===== config.mk =====
export PLATFORM = sky130hd
export DESIGN_NAME = dbg_trace_buf
export DESIGN_NICKNAME = d
export VERILOG_FILES = /design/src/rtl/dbg_trace_buf.sv
export SDC_FILE = /design/constraint.sdc
export NUM_CORES = 2
export LEC_CHECK = 0
export BUFFER_PORTS_ARGS = -buffer_cell sky130_fd_sc_hd__buf_2
export CAP_MARGIN = 25
export CORE_MARGIN = 5
export CORE_UTILIZATION = 60
export DETAILED_ROUTE_END_ITERATION = 8
export MAX_ROUTING_LAYER = met4
export PLACE_DENSITY = 0.82
export SETUP_SLACK_MARGIN = 0.5
export SYNTH_ARGS = -nofsm -noshare
export SYNTH_HDL_FRONTEND = slang
export SYNTH_SLANG_ARGS = --single-unit

===== constraint.sdc =====
create_clock -name clk -period 13.99 [get_ports clk]
set_clock_uncertainty 0.15 [all_clocks]
set_input_delay 0.6995 -clock clk [delete_from_list [all_inputs] [get_ports clk]]
set_output_delay 0.6995 -clock clk [all_outputs]
set_load 0.01 [all_outputs]

===== src/rtl/dbg_trace_buf.sv =====
// Trace capture ring for the ZPU debug bus: records valid debug words while armed,
// optionally stops on a masked PC match plus a post-trigger count, then reads out oldest-first.
module dbg_trace_buf #(
  parameter int DBG_W = 137,
  parameter int PC_W  = 32,
  parameter int DEPTH = 16,
  parameter int AW    = $clog2(DEPTH)
) (
  input  logic             clk,
  input  logic             rst,
  input  logic [DBG_W-1:0] dbg_i,
  input  logic             arm,
  input  logic             stop,
  input  logic             mode,
  input  logic [PC_W-1:0]  trig_pc,
  input  logic [PC_W-1:0]  trig_mask,
  input  logic [AW-1:0]    post_len,
  input  logic             rd_en,
  output logic [DBG_W-2:0] rd_data,
  output logic             rd_valid,
  output logic [AW:0]      count,
  output logic [1:0]       state_o,
  output logic             ovf
);

  typedef enum logic [1:0] {S_IDLE = 2'd0, S_ARMED = 2'd1, S_POST = 2'd2, S_DONE = 2'd3} state_t;

  localparam logic [AW:0] FULL = (AW+1)'(DEPTH);

  state_t              state, state_nxt;
  logic [DBG_W-2:0]    mem [DEPTH];
  logic [AW-1:0]       wr_ptr, rd_ptr, post_cnt, post_len_q;
  logic                mode_q;
  logic                cap_en, rd_ok;
  logic                rec_vld, trig_hit, trig_fire, wr_en, rd_fire;

  assign rec_vld   = dbg_i[DBG_W-1];
  assign trig_hit  = ((dbg_i[PC_W-1:0] ^ trig_pc) & trig_mask) == '0;
  assign trig_fire = (state == S_ARMED) && mode_q && rec_vld && trig_hit && !stop && !arm;
  // arm wins over everything that cycle, including a valid record or a pop
  assign wr_en     = cap_en && rec_vld && !arm;
  assign rd_fire   = rd_ok && rd_en && !arm && (count != '0);

  always_ff @(posedge clk or negedge rst) begin
    if (!rst) state <= S_IDLE;
    else      state <= state_nxt;
  end

  always_comb begin
    state_nxt = state;
    if (arm) begin
      state_nxt = S_ARMED;
    end else begin
      case (state)
        S_ARMED: begin
          if (stop)
            state_nxt = S_DONE;
          else if (mode_q && rec_vld && trig_hit)
            state_nxt = (post_len_q == '0) ? S_DONE : S_POST;
        end
        S_POST: begin
          if (stop || (rec_vld && post_cnt == AW'(1)))
            state_nxt = S_DONE;
        end
        default: ;
      endcase
    end
  end

  always_comb begin
    state_o = state;
    cap_en  = 1'b0;
    rd_ok   = 1'b0;
    case (state)
      S_ARMED, S_POST: cap_en = 1'b1;
      default:         rd_ok  = 1'b1;
    endcase
  end

  // Storage has no reset; count/pointers alone define what is live.
  always_ff @(posedge clk) begin
    if (wr_en) mem[wr_ptr] <= dbg_i[DBG_W-2:0];
  end

  always_ff @(posedge clk or negedge rst) begin
    if (!rst) begin
      wr_ptr     <= '0;
      rd_ptr     <= '0;
      count      <= '0;
      ovf        <= 1'b0;
      rd_data    <= '0;
      rd_valid   <= 1'b0;
      mode_q     <= 1'b0;
      post_len_q <= '0;
      post_cnt   <= '0;
    end else if (arm) begin
      wr_ptr     <= '0;
      rd_ptr     <= '0;
      count      <= '0;
      ovf        <= 1'b0;
      rd_valid   <= 1'b0;
      mode_q     <= mode;
      post_len_q <= post_len;
    end else begin
      rd_valid <= rd_fire;
      if (wr_en) begin
        wr_ptr <= wr_ptr + 1'b1;
        // full ring: drop the oldest entry instead of growing
        if (count == FULL) begin
          rd_ptr <= rd_ptr + 1'b1;
          ovf    <= 1'b1;
        end else begin
          count <= count + 1'b1;
        end
      end
      if (rd_fire) begin
        rd_data <= mem[rd_ptr];
        rd_ptr  <= rd_ptr + 1'b1;
        count   <= count - 1'b1;
      end
      if (trig_fire)
        post_cnt <= post_len_q;
      else if (state == S_POST && wr_en)
        post_cnt <= post_cnt - 1'b1;
    end
  end

endmodule


==> flow_metrics.py <==
metrics = {
    "synth": {
        "synth_cells": 3808,
        "synth.cell_area_mm2": 0.0888,
        "synth_cell_types": 40,
        "synthTopCellsByArea": "edfxtp_1 (74%), mux4_2 (17%), dfrtp_1 (4.6%), nand2_1 (1.8%), buf_6 (0.76%)",
        "synth.largest_area_cell": "edfxtp_1",
        "ys_warn_count": 0,
        "syn_nets": 4032,
        "synth.ff_latch_count": 2338,
        "yosys.area.top_type_share_pct": 73.6,
        "ys_seq_area_share_pct": 78.2,
        "post_synth.cell_area_avg_um2": 23.3,
    },
    "setup_path": {
        "r2r_end": "mem[14][129]",
        "end_kind": "flip-flop",
        "regToRegSetupSlack_ps": 9230,
        "reg2reg_from": "state_o[0]",
        "worst_path_dominant_cell_family": "buffers and inverters",
        "critPathMaxStageDelay_ps": 850,
        "rr_worst_depth": 8,
        "critPathMaxFanout": 46,
        "worstPathRequired_ps": 14280,
        "start_kind": "flip-flop",
        "cp_common_cell": "buf_4",
        "startpoint": "state_o[0]",
        "crit_chain": "inv_1 > ha_1 > nand2b_1 > nor2_1 > nand2_1 > nor2_4 > buf_4 > buf_4",
        "critical_path_buf_inv_count": 3,
        "cp.arrival_ps": 5060,
        "crit_type": "flip-flop to flip-flop",
        "cp_slowest_cell": "buf_4",
    },
    "timing": {
        "setup-violations-final": 0,
        "maxSlewHeadroom_pct": 14.9,
        "hold_violations": 0,
        "min_period_ps": 4760,
        "fin_crit_sh_pct": 34.1,
        "grt_setup_unrepaired": "no",
        "final-max-slew-violation-count": 0,
        "worstMarginPinSlew_ps": 1280,
        "setup_tns_ps": 0,
        "holdWs_ps": 60.0,
        "max_freq_mhz": 210,
    },
    "floorplan": {
        "num_rows": 141,
        "pin_count": 356,
        "core_mm2": 0.147,
        "fp.dieArea_mm2": 0.156,
        "fp.dieH_um": 395,
        "initial_core_util_pct": 60.2,
        "die_w_um": 395,
    },
    "cts": {
        "cts_made_buffers": 215,
        "cts_root_buffer": "clkbuf_16",
        "cts.sinks": 2338,
        "cts_max_level": 4,
        "clkTransAtPathRegs_ps": 70,
        "clk_latency_ps": 860,
        "clock_path_buffers": 3,
        "cts_tree": "built",
        "cts_resized": 0,
    },
    "final_layout": {
        "nets": 4509,
        "final_core_util_pct": 68.0,
        "drive_gt1_share_pct": 33.3,
        "final_cell_area_mm2": 0.100,
        "syn_to_final_growth_pct": 13.0,
    },
    "power": {
        "cellPowerDensity_mw_per_mm2": 175,
        "ir_worst_vdd_uv": 163,
        "p_leak_nw": 32.8,
        "power_switching_mw": 4.56,
        "p_sw_share_pct": 25.9,
        "intPower_mw": 13.0,
        "p_clk_share_pct": 34.5,
        "power_frac_comb_pct": 19.1,
        "p_seq_share_pct": 46.4,
    },
    "placed_design": {
        "placed_cell_area_mm2": 0.0926,
        "gp_congestion": 0.792,
        "numPortBuffers": 355,
        "hpwl_um": 109000,
    },
    "grt": {
        "grt_util_all_layers_pct": 30.2,
        "grt-ovfl-total": 0,
        "grt_pass1_vias": 45600,
        "grt_max_degree": 180,
        "antenna_found_initial": 48,
        "grt_first_pass_wirelength_um": 325000,
    },
    "min_path": {
        "hp-class": "primary input to flip-flop",
        "hp-start": "dbg_i[67]",
        "whs_path_depth": 1,
        "min_to": "mem[15][67]",
    },
    "route": {
        "drt_iter0_drc": 5792,
        "routedWlPerCell_um": 35.0,
        "wl_um": 226000,
        "post-route-drc-count": 0,
        "postRouteAntennaNets": 0,
        "vias": 42800,
        "via_per_inst": 6.64,
        "firstDrtPassIters": 6,
    },
    "run": {
        "max-cap-violations": 0,
    },
    "outcome": {
        "status": "complete, no violations",
    },
}
synthesized netlist by cell type (all sizes together):
library cell	number
edfxtp	2176
mux4	681
nand2	423
dfrtp	162
buf	105
clkbuf	84
xor2	39
nor2	33
mux2	15
a22oi	14
inv	13
ha	12
nor3	9
nand4	6
a21oi	5
nand2b	4
o21ai	3
xnor2	3
a21o	2
nand3	2
nor4	2
o21bai	2
or4	2
a2111oi	1
a211oi	1
a22o	1
a31oi	1
and3b	1
fa	1
nand3b	1
nor2b	1
nor4bb	1
o2111ai	1
o22ai	1
metal layers:
metal | global-route usage (%) | part of all wire [%]
met5 | - | 0
met4 | 12.2 | 4.0
met3 | 8.54 | 11
met2 | 47.7 | 51
met1 | 37.7 | 34
power by group through the flow:
stage | registers, mW | clock network (mW) | logic [mW]
after floorplan | 8.25 | 0 | 2.39
after global placement | 8.29 | 0 | 3.17
after CTS | 8.15 | 6.12 | 3.34
final | 8.15 | 6.07 | 3.35
after global routing | 8.17 | 6.47 | 3.57
after detailed placement | 8.29 | 0 | 3.25
cell families after synthesis:
family,synth area share (%)
DFF,78.2
and+or+nand+nor,2.13
buffers and inverters,1.39
xor gates and xnor gates,0.414
muxes,17.5
AOI/OAI and AO/OA,0.261
adders and majority gates,0.192
repair_timing:
item | in CTS | in global routing
hold endpoints to repair | 67 | 0
setup buffers | 0 | 0
hold buffers | 3 | 0
layout by cell type, fill, tap and decap left out, types with 14 or more instances in the layout:
| master | n |
|---|---|
| bufinv_16 | 26 |
| dfrtp_1 | 158 |
| edfxtp_1 | 2176 |
| a22oi_1 | 14 |
| clkbuf_16 | 215 |
| diode_2 | 40 |
| clkinv_2 | 47 |
| clkbuf_8 | 18 |
| nor2_1 | 21 |
| nand2_1 | 423 |
| clkbuf_1 | 49 |
| clkinv_1 | 26 |
| buf_4 | 76 |
| buf_2 | 354 |
| mux4_2 | 681 |
| xor2_1 | 39 |
sequential cells by signal, indices dropped and copies added (netlist names):
name	count
count	5
mem	2176
mode_q	1
ovf	1
post_cnt	4
post_len_q	4
rd_data	136
rd_ptr	4
rd_valid	1
state_o	2
wr_ptr	4
worst max-delay path by stage:
stage                   endpoint  slack, ps  depth (start not counted)
global route         rd_data[91]       8990                          8
global placement    rd_data[123]       8960                          7
finish              mem[14][129]       9230                          8
detailed placement  rd_data[116]       8910                          7
CTS                 rd_data[118]       8780                          7
floorplan              mem[2][0]       2480                          6
per-stage QoR:
stage	cells	worst slack (ps)	total power [mW]
after global placement	5984	8960	11.5
after CTS	6399	8780	17.6
after floorplan	3808	2480	10.6
after detailed placement	5986	8910	11.5
after global routing	6446	8990	18.2
final	6448	9230	17.6
cell type report:
cell class                 instances  area, µm²
sequential                      2338      69400
tap                             1930       2410
fill                            8613      47100
clock buffer                     282       5810
inverter                          13       53.8
antenna                           40        100
clock inverter                   128       1520
multi-input combinational       1268      18300
timing repair buffer             449       2760
Power figures use the tool's default switching activity.
